<file path="src/rtl/mac_ram_scheduler.sv">
// Shared RAM port scheduler for the Mac Plus core: 8-phase bus counter, slot arbitration, RAM strobes and CPU ack.
// Optional build macro MEM_ARB_CPU_STEAL_EN lets the CPU take otherwise idle video slots.
module mac_ram_scheduler #(
  parameter int ADDR_W         = 21,
  parameter int REFRESH_PERIOD = 64
) (
  input  logic              clk,
  input  logic              n_reset,
  input  logic              clk8_en_p,
  input  logic              cpu_req,
  input  logic              cpu_we,
  input  logic [1:0]        cpu_ds,
  input  logic [ADDR_W-1:0] cpu_addr,
  input  logic              vid_req,
  input  logic [ADDR_W-1:0] vid_addr,
  input  logic              snd_req,
  input  logic [ADDR_W-1:0] snd_addr,
  output logic [2:0]        bus_phase,
  output logic [ADDR_W-1:0] ram_addr,
  output logic [1:0]        ram_ds,
  output logic              ram_oe,
  output logic              ram_we,
  output logic              ram_refresh,
  output logic              cpu_ack,
  output logic              vid_valid,
  output logic              snd_valid,
  output logic [1:0]        slot_owner
);

  // Handshake: cpu_req is a level held for the whole access; cpu_ack answers it in phases 4..7 of the
  // granted slot and never re-asserts once cpu_req has dropped within that slot.
  typedef enum logic [1:0] {OWN_IDLE = 2'd0, OWN_CPU = 2'd1, OWN_VID = 2'd2, OWN_REF = 2'd3} owner_t;

  localparam int CNT_W = $clog2(REFRESH_PERIOD);
  localparam logic [CNT_W-1:0] CNT_LAST = CNT_W'(REFRESH_PERIOD - 1);

  logic [2:0]        r_phase, w_phase_nxt;
  logic              r_slot_vid, w_slot_vid_nxt;
  owner_t            r_owner, w_owner_nxt;
  logic              r_snd, w_snd_nxt;
  logic              r_we, w_we_nxt;
  logic              r_ack_ok, w_ack_ok_nxt;
  logic [CNT_W-1:0]  r_cnt, w_cnt_nxt;
  logic              r_pending, w_pending_nxt;
  logic [ADDR_W-1:0] r_addr, w_addr_nxt;
  logic [1:0]        r_ds, w_ds_nxt;
  logic              r_oe, r_wen, r_refresh, r_ack, r_vid_valid, r_snd_valid;
  logic              w_oe, w_wen, w_refresh, w_ack, w_vid_valid, w_snd_valid;
  logic              w_wrap, w_cpu_nxt, w_rd_span, w_wr_span;

  always_comb begin
    w_wrap         = clk8_en_p && (r_phase == 3'd7);
    w_phase_nxt    = clk8_en_p ? r_phase + 3'd1 : r_phase;
    w_slot_vid_nxt = w_wrap ? ~r_slot_vid : r_slot_vid;
    w_owner_nxt    = r_owner;
    w_snd_nxt      = r_snd;
    w_we_nxt       = r_we;
    w_ack_ok_nxt   = r_ack_ok & cpu_req;
    w_cnt_nxt      = r_cnt;
    w_pending_nxt  = r_pending;
    w_addr_nxt     = r_addr;
    w_ds_nxt       = r_ds;

    if (w_wrap) begin
      w_owner_nxt  = OWN_IDLE;
      w_snd_nxt    = 1'b0;
      w_we_nxt     = 1'b0;
      w_ack_ok_nxt = 1'b0;
      w_addr_nxt   = '0;
      w_ds_nxt     = 2'b00;
      if (w_slot_vid_nxt) begin
        if (vid_req) begin
          w_owner_nxt = OWN_VID;
          w_addr_nxt  = vid_addr;
          w_ds_nxt    = 2'b11;
        end else if (snd_req) begin
          w_owner_nxt = OWN_VID;
          w_snd_nxt   = 1'b1;
          w_addr_nxt  = snd_addr;
          w_ds_nxt    = 2'b11;
        end else if (r_pending) begin
          w_owner_nxt   = OWN_REF;
          w_pending_nxt = 1'b0;
`ifdef MEM_ARB_CPU_STEAL_EN
        end else if (cpu_req) begin
          w_owner_nxt  = OWN_CPU;
          w_we_nxt     = cpu_we;
          w_ack_ok_nxt = 1'b1;
          w_addr_nxt   = cpu_addr;
          w_ds_nxt     = cpu_ds;
`endif
        end
      end else begin
        if (cpu_req) begin
          w_owner_nxt  = OWN_CPU;
          w_we_nxt     = cpu_we;
          w_ack_ok_nxt = 1'b1;
          w_addr_nxt   = cpu_addr;
          w_ds_nxt     = cpu_ds;
        end else if (r_pending) begin
          w_owner_nxt   = OWN_REF;
          w_pending_nxt = 1'b0;
        end
      end
      // A period expiring in the same wrap as a refresh grant re-arms pending.
      if (r_cnt == CNT_LAST) begin
        w_cnt_nxt     = '0;
        w_pending_nxt = 1'b1;
      end else begin
        w_cnt_nxt = r_cnt + CNT_W'(1);
      end
    end

    // Outputs are registered against the phase being entered so they line up with bus_phase.
    w_cpu_nxt   = (w_owner_nxt == OWN_CPU);
    w_rd_span   = (w_phase_nxt >= 3'd1) && (w_phase_nxt <= 3'd5);
    w_wr_span   = (w_phase_nxt >= 3'd2) && (w_phase_nxt <= 3'd5);
    w_oe        = w_rd_span && ((w_cpu_nxt && !w_we_nxt) || (w_owner_nxt == OWN_VID));
    w_wen       = w_wr_span && w_cpu_nxt && w_we_nxt;
    w_refresh   = (w_owner_nxt == OWN_REF) && (w_phase_nxt == 3'd1);
    w_ack       = w_cpu_nxt && w_ack_ok_nxt && (w_phase_nxt >= 3'd4);
    w_vid_valid = clk8_en_p && (r_phase == 3'd5) && (r_owner == OWN_VID) && !r_snd;
    w_snd_valid = clk8_en_p && (r_phase == 3'd5) && (r_owner == OWN_VID) && r_snd;
  end

  always_ff @(posedge clk or negedge n_reset) begin
    if (!n_reset) begin
      r_phase     <= 3'd0;
      r_slot_vid  <= 1'b0;
      r_owner     <= OWN_IDLE;
      r_snd       <= 1'b0;
      r_we        <= 1'b0;
      r_ack_ok    <= 1'b0;
      r_cnt       <= '0;
      r_pending   <= 1'b0;
      r_addr      <= '0;
      r_ds        <= 2'b00;
      r_oe        <= 1'b0;
      r_wen       <= 1'b0;
      r_refresh   <= 1'b0;
      r_ack       <= 1'b0;
      r_vid_valid <= 1'b0;
      r_snd_valid <= 1'b0;
    end else begin
      r_phase     <= w_phase_nxt;
      r_slot_vid  <= w_slot_vid_nxt;
      r_owner     <= w_owner_nxt;
      r_snd       <= w_snd_nxt;
      r_we        <= w_we_nxt;
      r_ack_ok    <= w_ack_ok_nxt;
      r_cnt       <= w_cnt_nxt;
      r_pending   <= w_pending_nxt;
      r_addr      <= w_addr_nxt;
      r_ds        <= w_ds_nxt;
      r_oe        <= w_oe;
      r_wen       <= w_wen;
      r_refresh   <= w_refresh;
      r_ack       <= w_ack;
      r_vid_valid <= w_vid_valid;
      r_snd_valid <= w_snd_valid;
    end
  end

  assign bus_phase   = r_phase;
  assign ram_addr    = r_addr;
  assign ram_ds      = r_ds;
  assign ram_oe      = r_oe;
  assign ram_we      = r_wen;
  assign ram_refresh = r_refresh;
  assign cpu_ack     = r_ack;
  assign vid_valid   = r_vid_valid;
  assign snd_valid   = r_snd_valid;
  assign slot_owner  = r_owner;

endmodule

</file>
<file path="config.mk">
export PLATFORM = sky130hd
export DESIGN_NAME = mac_ram_scheduler
export DESIGN_NICKNAME = d
export VERILOG_FILES = /design/src/rtl/mac_ram_scheduler.sv
export SDC_FILE = /design/constraint.sdc
export NUM_CORES = 1
export LEC_CHECK = 0
export BUFFER_PORTS_ARGS = -buffer_cell sky130_fd_sc_hd__buf_2
export CAP_MARGIN = 20
export CORE_ASPECT_RATIO = 0.7
export CORE_MARGIN = 5
export CORE_UTILIZATION = 42
export DETAILED_ROUTE_END_ITERATION = 8
export GPL_TIMING_DRIVEN = 0
export PLACE_DENSITY = 0.81
export SLEW_MARGIN = 20
export SYNTH_ARGS = -nofsm -noshare
export SYNTH_HDL_FRONTEND = slang
export SYNTH_SLANG_ARGS = --single-unit
</file>
<file path="constraint.sdc">
create_clock -name clk -period 1.6 [get_ports clk]
set_input_delay 0.16 -clock clk [delete_from_list [all_inputs] [get_ports clk]]
set_output_delay 0.16 -clock clk [all_outputs]
set_load 0.01 [all_outputs]
</file>
* Word-level counts from Yosys, hierarchy flattened
Index checks and enable logic that the tools add are counted.
Word-level totals: flip-flop bits (word level) 45, bits in latches 0, bits in writable memories 0, ROM bits 0, bits of input ports 72, output and inout bits 34, logic and storage cells 84, memories 0
Cells by class: $add $sub $neg 2, multipliers 0, div/mod/pow operators 0, $lt $le $gt $ge 4, eq/ne operators 11, shift operators 0, mux-type cells 31, bitwise operators 2, reductions and logical operators 18
Operators by type and width (number):
- 2-to-1 mux 21 bit | 4
- 2-to-1 mux 2 bit | 10
- 2-to-1 mux 1 bit | 15
- logical AND 1 bit | 14
- adder 6 x 1 -> 6 bit, second input constant | 1
- == test 2 bit, second input constant | 3
- == test 3 bit, second input constant | 2
- == test 6 bit, second input constant | 1
- 2-to-1 mux 6 bit | 1
- != test 3 x 2 -> 1 bit, second input constant | 2
- AND reduction 4 bit | 1
- adder 3 x 1 -> 3 bit, second input constant | 1
- == test 3 x 1 -> 1 bit, second input constant | 1
- >= comparator 3 x 1 -> 1 bit, second input constant | 1
- >= comparator 3 x 2 -> 1 bit, second input constant | 1
- >= comparator 3 bit, second input constant | 1
- less-or-equal comparator 3 bit, second input constant | 1
- 2-to-1 mux 3 bit | 1
- != test 3 x 1 -> 1 bit, second input constant | 1
- == test 2 x 1 -> 1 bit, second input constant | 1
- logical NOT 1 bit | 2
- AND 1 bit | 1
- logical OR 1 bit | 1
- inverter 1 bit | 1

* Logic depth before layout (Yosys ltp)
Gate-level depths: netlist of run 1.
word-level depth 9, gate-level depth with buffers 7, gate-level depth less buffers 7

* Worst setup path after synthesis of run 1
Ideal clock, no wire load.
path type register -> register, from register r_phase[0] (netlist: bus_phase[0]), to register r_oe (netlist: ram_oe), data arrival time 1554 ps, data required time 1459 ps, path slack -94 ps, stages on the path, launching flop included 6, clock period less this slack 1694 ps, cells stage by stage dfrtp_1 > ha_1 > ha_1 > mux2_2 > a21oi_1 > a2111oi_2
On the way: word-level cells in the longest chain between the ends 9, elaborated cells on any way between the ends 18, classes of those cells 1 x add/sub; 2 x order compare; 3 x eq/ne; 6 x mux; 6 x reduce/logical
Ends and longest elaborated chain:
- start: declaration | line 37 | logic [2:0] r_phase, w_phase_nxt;
- start signal: assignment | line 145 | r_phase <= w_phase_nxt;
- parallel branches: the longest is 8 deep, another holds adder 3 x 1 -> 3 bit
- logical AND 1 bit (*) | line 118 | w_oe = w_rd_span && ((w_cpu_nxt && !w_we_nxt) || (w_owner_nxt == OWN_VID));
- net w_oe | line 48 | logic w_oe, w_wen, w_refresh, w_ack, w_vid_valid, w_snd_valid;
- end signal: assignment | line 155 | r_oe <= w_oe;
- end: declaration | line 47 | logic r_oe, r_wen, r_refresh, r_ack, r_vid_valid, r_snd_valid;
Mark *: on every way through the listed nets, which the timed path passes. A chain may end at the register's enable or synchronous reset.

* Worst setup path after layout of run 1
from register r_phase[1] (netlist: bus_phase[1]), to register r_ack (netlist: cpu_ack)
On the way: word-level cells in the longest chain between the ends 8, elaborated cells on any way between the ends 13, classes of those cells 1 x add/sub; 1 x order compare; 2 x eq/ne; 6 x mux; 3 x reduce/logical
Ends and longest elaborated chain:
- == test 3 bit (*) | line 52 | w_wrap = clk8_en_p && (r_phase == 3'd7);
- logical AND 1 bit (*) | line 52
- 2-to-1 mux 1 bit | line 54 | w_slot_vid_nxt = w_wrap ? ~r_slot_vid : r_slot_vid;
- 2-to-1 mux 2 bit | line 71 | if (w_slot_vid_nxt) begin
- 2-to-1 mux 2 bit (*) | line 64 | if (w_wrap) begin
- net w_owner_nxt[1] | line 39 | owner_t r_owner, w_owner_nxt;
- == test 2 x 1 -> 1 bit (*) | line 115 | w_cpu_nxt = (w_owner_nxt == OWN_CPU);
- logical AND 1 bit (*) (2 in a row) | line 121 | w_ack = w_cpu_nxt && w_ack_ok_nxt && (w_phase_nxt >= 3'd4);
- net w_ack | line 48
- end signal: assignment | line 158 | r_ack <= w_ack;
- end: declaration | line 47
Mark *: on every way through the listed nets, which the timed path passes. The rest lies on a longest branch.

==> impl_metrics.yaml, run 1 <==
outcome:
  outcome: "completed"
layout:
  final_cell_mix: "109 x buf_2, 43 x dfrtp_1, 37 x nand2_1"
  design_area_um2: 3210
  fin_cells: 424
  drive_above_1_share_pct: 44.6
  nNetsFinal: 427
  fill_cells: 450
  final_common_cell: "buf_2"
  syn_to_final_growth_pct: 38.0
  insertedDiodeCount: 0
clocking:
  h-tree-depth: 2
  path_clk_slew_ns: 0.09
  cts_buffers: 5
  clockBufferDepth: 2
  cts_root_buf: "clkbuf_8"
  cts_sinks: 45
  cts_tree: "done"
  insertion_delay_ns: 0.30
timing:
  min_period_ns: 1.58
  setup-tns-final_ns: 0
  fmax_mhz: 634
  setup_violations: 0
  setup_slack_ns: 0.0220
  rsz0062_at_grt: "yes"
  period_share_pct: 98.6
  worst_slew_pin_slew_ns: 0.556
  skew_ns: 0.0113
  hold_viol_final: 0
  slew_headroom_pct: 62.9
  final_max_slew_viol_count: 0
pwr:
  peakVddDrop_mv: 0.709
  switchingPower_mw: 2.16
  p_int_mw: 3.16
  p_leak_nw: 1.59
  seqPwrFrac_pct: 36.4
  cellPowerDensity_nw_per_um2: 1650
  clockPowerShare_pct: 13.2
  switching_share_pct: 40.5
  p_comb_share_pct: 50.5
floorplan:
  rows: 22
  die_area_um2: 7160
  die-width_um: 99.0
  initial_utilization_pct: 43.9
  ioPinCount: 106
  die_y_um: 72.3
  coreArea_um2: 5310
placement:
  placed_area_um2: 2960
  portBuffers: 103
  dp_cells: 409
  pre_cts_slack_ns: -0.102
  gp_congestion: 0.805
  hpwl_mm: 4.94
setup_path:
  reg2reg_slack_ns: 0.02
  path_max_fanout: 6
  end_kind: "flop"
  r2r-start: "bus_phase[1]$_DFF_PN0_"
  ff2ff_path_depth: 7
  crit_path_start_kind: "flop"
  slowest_delay_ns: 0.41
  r2r-end: "cpu_ack$_DFF_PN0_"
  arrival_ns: 1.77
  cp_slowest_cell: "dfrtp_1"
  critPathRequiredTime_ns: 1.80
  crit_top_cell: "ha_4"
  critPathKind: "flop to flop"
  crit_chain: "ha_4 > ha_4 > nand2_8 > buf_6 > a21oi_4 > inv_4 > nor4b_4"
worst_hold_path:
  holdPathStages: 3
  worstHoldStart: "cpu_addr[6]"
  min_to: "ram_addr[6]$_DFFE_PN0N_"
  min_path_type: "input pin to flop"
synth:
  synth.yosys.seq_area_share_pct: 48.3
  yosys_warnings: 0
  syn_inst: 234
  yosys.area.top_type: "dfrtp_1"
  synth_cell_types: 39
  syn_nets: 310
  synth_edf_count: 0
  synth_area_per_cell_um2: 9.96
  synth-seq-cells: 45
  synth_area_leaders: "dfrtp_1 48%, a2bb2oi_1 7.5%, a22oi_1 6.4%"
  netlist_area_um2: 2330
  async_flop_share_pct: 100
  synth_flop_cell: "dfrtp_1"
  synth_top_area_share_pct: 48.3
drt:
  vias: 2309
  wl_per_cell_um: 16.0
  first_iter_violations: 120
  postRouteWirelength_mm: 6.78
  route.detailed.drc: 0
  drtPass1Iterations: 4
  avgViaCountPerCell: 5.45
  drtAntennaViolNets: 0
grt:
  grt_util_all_layers_pct: 18.3
  grt_max_degree: 46
  grt_pass1_wl_mm: 10.5
  grt_pass1_vias: 2247
  globalRouteOverflowTotal: 0
  antenna_found_initial: 0
job:
  maxCapViolCount: 0
metrics by stage:
step | total power, mW | hold WS [ns] | utilization [%]
finish | 5.32 | 0.118 | 60.5
global route | 5.73 | 0.134 | 60.5
CTS | 5.14 | 0.0576 | 58.4
detailed placement | 4.29 | 0.383 | 55.6
global placement | 4.22 | 0.378 | 55.6
floorplan | 3.45 | -0.136 | -
power by group through the flow:
stage	logic [mW]	registers [mW]	clock network [mW]
floorplan	1.36	2.09	0
global placement	2.30	1.92	0
detailed placement	2.36	1.93	0
CTS	2.51	1.90	0.731
global route	2.97	1.99	0.774
finish	2.68	1.93	0.701
worst max-delay path, delay by kind of cell (launching register included):
family	cells	cell delay (ns)
compound gates	1	0.21
simple gates	2	0.34
buf+inv	2	0.21
fa+ha+maj	2	0.30
flops	1	0.41
logic make-up after synthesis:
family	Yosys count	share of synthesized area [%]
AOI/OAI and AO/OA	86	25.6
and+or+nand+nor	65	14.1
DFF	45	48.3
buffers and inverters	25	5.80
xor gates and xnor gates	7	2.63
adders and majority gates	4	2.15
muxes	2	1.45
how the worst max path moves through the flow:
| stage | from | end | slack, ns | cells past startpoint |
|---|---|---|---|---|
| after floorplan | bus_phase[0]$_DFF_PN0_ | ram_oe$_DFF_PN0_ | 0.01 | 5 |
| after global placement | bus_phase[0]$_DFF_PN0_ | ram_ds[1]$_DFFE_PN0N_ | -0.04 | 5 |
| after detailed placement | bus_phase[0]$_DFF_PN0_ | ram_addr[19]$_DFFE_PN0N_ | -0.10 | 5 |
| after CTS | bus_phase[2]$_DFF_PN0_ | ram_oe$_DFF_PN0_ | 0.009 | 5 |
| after global routing | r_slot_vid$_DFF_PN0_ | ram_addr[10]$_DFFE_PN0N_ | -0.07 | 4 |
| final | bus_phase[1]$_DFF_PN0_ | cpu_ack$_DFF_PN0_ | 0.02 | 7 |
state kept, by name, summed over array words and instances (netlist names):
signal,count
ram_addr,21
r_cnt,6
bus_phase,3
ram_ds,2
slot_owner,2
cpu_ack,1
r_ack_ok,1
r_pending,1
r_slot_vid,1
r_snd,1
r_we,1
ram_oe,1
ram_refresh,1
ram_we,1
snd_valid,1
vid_valid,1
routing by layer:
| metal | vias up | routed length [um] | global-route usage (%) |
|---|---|---|---|
| met5 | - | 0 | 0 |
| met3 | 9 | 604 | 5.38 |
| met1 | 1097 | 2960 | 24.9 |
| met2 | 124 | 3130 | 28.6 |
| met4 | 0 | 85 | 5.30 |
| li1 | 1079 | - | - |
synth_stat cells (2+ instances only):
| library cell | count |
|---|---|
| dfrtp_1 | 45 |
| nand2_1 | 37 |
| o21ai_0 | 23 |
| a22oi_1 | 20 |
| a2bb2oi_1 | 20 |
| a21oi_1 | 9 |
| buf_2 | 9 |
| nor2_1 | 8 |
| o21ai_1 | 7 |
| inv_1 | 6 |
| xnor2_1 | 5 |
| clkbuf_1 | 4 |
| ha_1 | 4 |
| buf_6 | 3 |
| nand4_1 | 3 |
| nor3_1 | 3 |
| buf_4 | 2 |
| nand3_1 | 2 |
| nand3b_1 | 2 |
| nor4b_2 | 2 |
| xor2_1 | 2 |
layout make-up:
cell class | count | area [um^2] | area share [%]
clock inverters | 3 | 21.3 | 0.662
well taps | 72 | 90.1 | 2.80
inverters | 7 | 28.8 | 0.895
repair buffers | 110 | 581 | 18.1
multi-input cells | 164 | 1180 | 36.7
flip-flops and latches | 45 | 1130 | 35.1
plain buffers | 18 | 116 | 3.62
clock buffers | 5 | 68.8 | 2.14
what timing repair did:
| action | in CTS | in global routing |
|---|---|---|
| gates cloned | 0 | 0 |
| gates resized for setup | 5 | 19 |
| hold buffers | 0 | 1 |
| endpoints found under the setup margin | 22 | 25 |
| buffers inserted | 3 | 3 |
| pin swaps | 1 | 3 |
| hold endpoints to repair | 0 | 45 |
Note: power is estimated with default switching activity, not from simulation.
==> run 2, diff against run 1 <==
--- a/config.mk
+++ b/config.mk
@@ -8,7 +8,6 @@
 export BUFFER_PORTS_ARGS = -buffer_cell sky130_fd_sc_hd__buf_2
 export CAP_MARGIN = 20
 export CORE_ASPECT_RATIO = 0.7
-export CORE_MARGIN = 5
 export CORE_UTILIZATION = 42
 export DETAILED_ROUTE_END_ITERATION = 8
 export GPL_TIMING_DRIVEN = 0
==> run 2 against run 1 <==
The run now ends with setup timing left. Hold slack improved by 0.019 ns. Via count shrank 2.6%. Critical path depth unchanged. Setup slack lost 0.055 ns. Power hardly changed. Final cell count increased by 0.47%. Maximum frequency decreased by 3.4%. Sequential power is essentially flat. Clock power up 3.3%. Utilization grew 0.58 points. Clock skew shrank 0.0067 ns. Highest routed layer unchanged.
==> impl_metrics.yaml, run 2 (synthesized netlist as in run 1, its figures left out) <==
drt:
  first_iter_violations: 151
  vias: 2250
  wl_per_cell_um: 14.5
  drtAntennaViolNets: 0
  postRouteWirelength_mm: 6.18
  avgViaCountPerCell: 5.28
  route.detailed.drc: 0
  drtPass1Iterations: 4
setup_path:
  path_max_fanout: 5
  arrival_ns: 1.83
  startpoint: "bus_phase[1]$_DFF_PN0_"
  end_kind: "flop"
  critPathRequiredTime_ns: 1.80
  critPathKind: "flop to flop"
  crit_path_start_kind: "flop"
  reg2reg_slack_ns: -0.03
  r2r-end: "cpu_ack$_DFF_PN0_"
  r2r-start: "bus_phase[1]$_DFF_PN0_"
  cp-endpoint: "cpu_ack$_DFF_PN0_"
  ff2ff_path_depth: 7
clocking:
  insertion_delay_ns: 0.29
  h-tree-depth: 2
  cts_tree: "done"
  cts_buffers: 5
  path_clk_slew_ns: 0.08
  clockBufferDepth: 2
  cts_root_buf: "clkbuf_8"
  cts_sinks: 45
layout:
  design_area_um2: 3230
  final_cell_mix: "109 x buf_2, 44 x dfrtp_1, 37 x nand2_1"
  drive_above_1_share_pct: 45.5
  insertedDiodeCount: 0
  nNetsFinal: 429
  fin_util_pct: 61.1
  syn_to_final_growth_pct: 38.6
  final_common_cell: "buf_2"
  largest_register_ffs: 21
pwr:
  total_power_mw: 5.32
  p_leak_nw: 1.62
  cellPowerDensity_nw_per_um2: 1650
  peakVddDrop_mv: 0.632
timing:
  hold_viol_final: 0
  setup_violations: 3
  setup_slack_ns: -0.0333
  setup-tns-final_ns: -0.0831
  period_share_pct: 102
  rsz0062_at_grt: "yes"
  worst_slew_pin_slew_ns: 0.558
  min_period_ns: 1.63
  final_max_slew_viol_count: 0
  skew_ns: 0.00456
  fmax_mhz: 612
  slew_headroom_pct: 62.8
placement:
  portBuffers: 103
  gp_congestion: 0.791
  hpwl_mm: 4.40
  placed_area_um2: 2960
outcome:
  failed_checks: "setup timing"
  outcome: "finished with violations"
floorplan:
  rows: 22
  coreArea_um2: 5290
  initial_utilization_pct: 44.1
  ioPinCount: 106
  die_area_um2: 5850
  die-width_um: 91.0
  die_y_um: 64.3
worst_hold_path:
  min_path_type: "input pin to flop"
  holdPathStages: 3
grt:
  globalRouteOverflowTotal: 0
  antenna_found_initial: 0
  grt_pass1_vias: 2062
  grt_pass1_wl_mm: 9.82
  grt_util_all_layers_pct: 21.6
  grt_max_degree: 46
job:
  maxCapViolCount: 0
## run 2: cell types whose count changed in the layout (fill, tap and decap cells not counted), sizes merged
cell      change
buf           +1
clkbuf        +1
clkinv        +1
clkinvlp      -1
inv           -1
nand2         +1
## run 2: how the worst min path moves through the flow
stage / from / endpoint
detailed placement: n_reset / ram_ds[0]$_DFFE_PN0N_
global placement: n_reset / ram_ds[1]$_DFFE_PN0N_
floorplan: n_reset / bus_phase[0]$_DFF_PN0_
finish: cpu_addr[6] / ram_addr[6]$_DFFE_PN0N_
CTS: n_reset / bus_phase[1]$_DFF_PN0_
global route: cpu_addr[7] / ram_addr[7]$_DFFE_PN0N_
## run 2: metal layers
layer,track usage [%],part of all wire (%),up-vias
li1,-,-,1087
met1,28.7,44,1051
met2,35.5,47,105
met3,5.00,8.2,7
met4,5.95,0.95,0
met5,0,0,-
## run 2: critical path: stages, from the launching register on
cell and delay, ns:
dfrtp_1 0.41, ha_2 0.21, ha_4 0.19, nand2_8 0.08
a211oi_2 0.04, a21oi_2 0.25, inv_2 0.12, nor4b_4 0.24
## run 2: metrics by stage
stage | instances | worst slack (ns) | hold slack, ns
2_1_floorplan | 234 | 0.0135 | -0.136
3_3_place_gp | 409 | -0.0552 | 0.374
3_5_place_dp | 409 | -0.0801 | 0.373
4_1_cts | 422 | -0.00271 | 0.0522
5_1_grt | 426 | -0.111 | 0.151
6_report | 426 | -0.0333 | 0.137
## run 2: timing repair
action | in CTS | in global routing
pin swaps | 0 | 5
cloned | 0 | 1
endpoints found under the hold margin | 0 | 45
endpoints found under the setup margin | 22 | 28
setup buffers | 5 | 3
gates resized for setup | 4 | 19
hold buffers | 0 | 1
## run 2: final cells by class
type / instances / area, um^2
Sequential cell: 45 / 1130
Multi-Input combinational cell: 165 / 1190
Buffer: 18 / 119
Tap cell: 72 / 90.1
Clock buffer: 6 / 82.6
Timing Repair Buffer: 111 / 581
Clock inverter: 2 / 13.8
Fill cell: 478 / 2060
Inverter: 7 / 26.3
## run 2: report_power, final
part | switching [mW] | internal (mW)
sequential | 0.336 | 1.59
clock | 0.374 | 0.350
combinational | 1.41 | 1.26
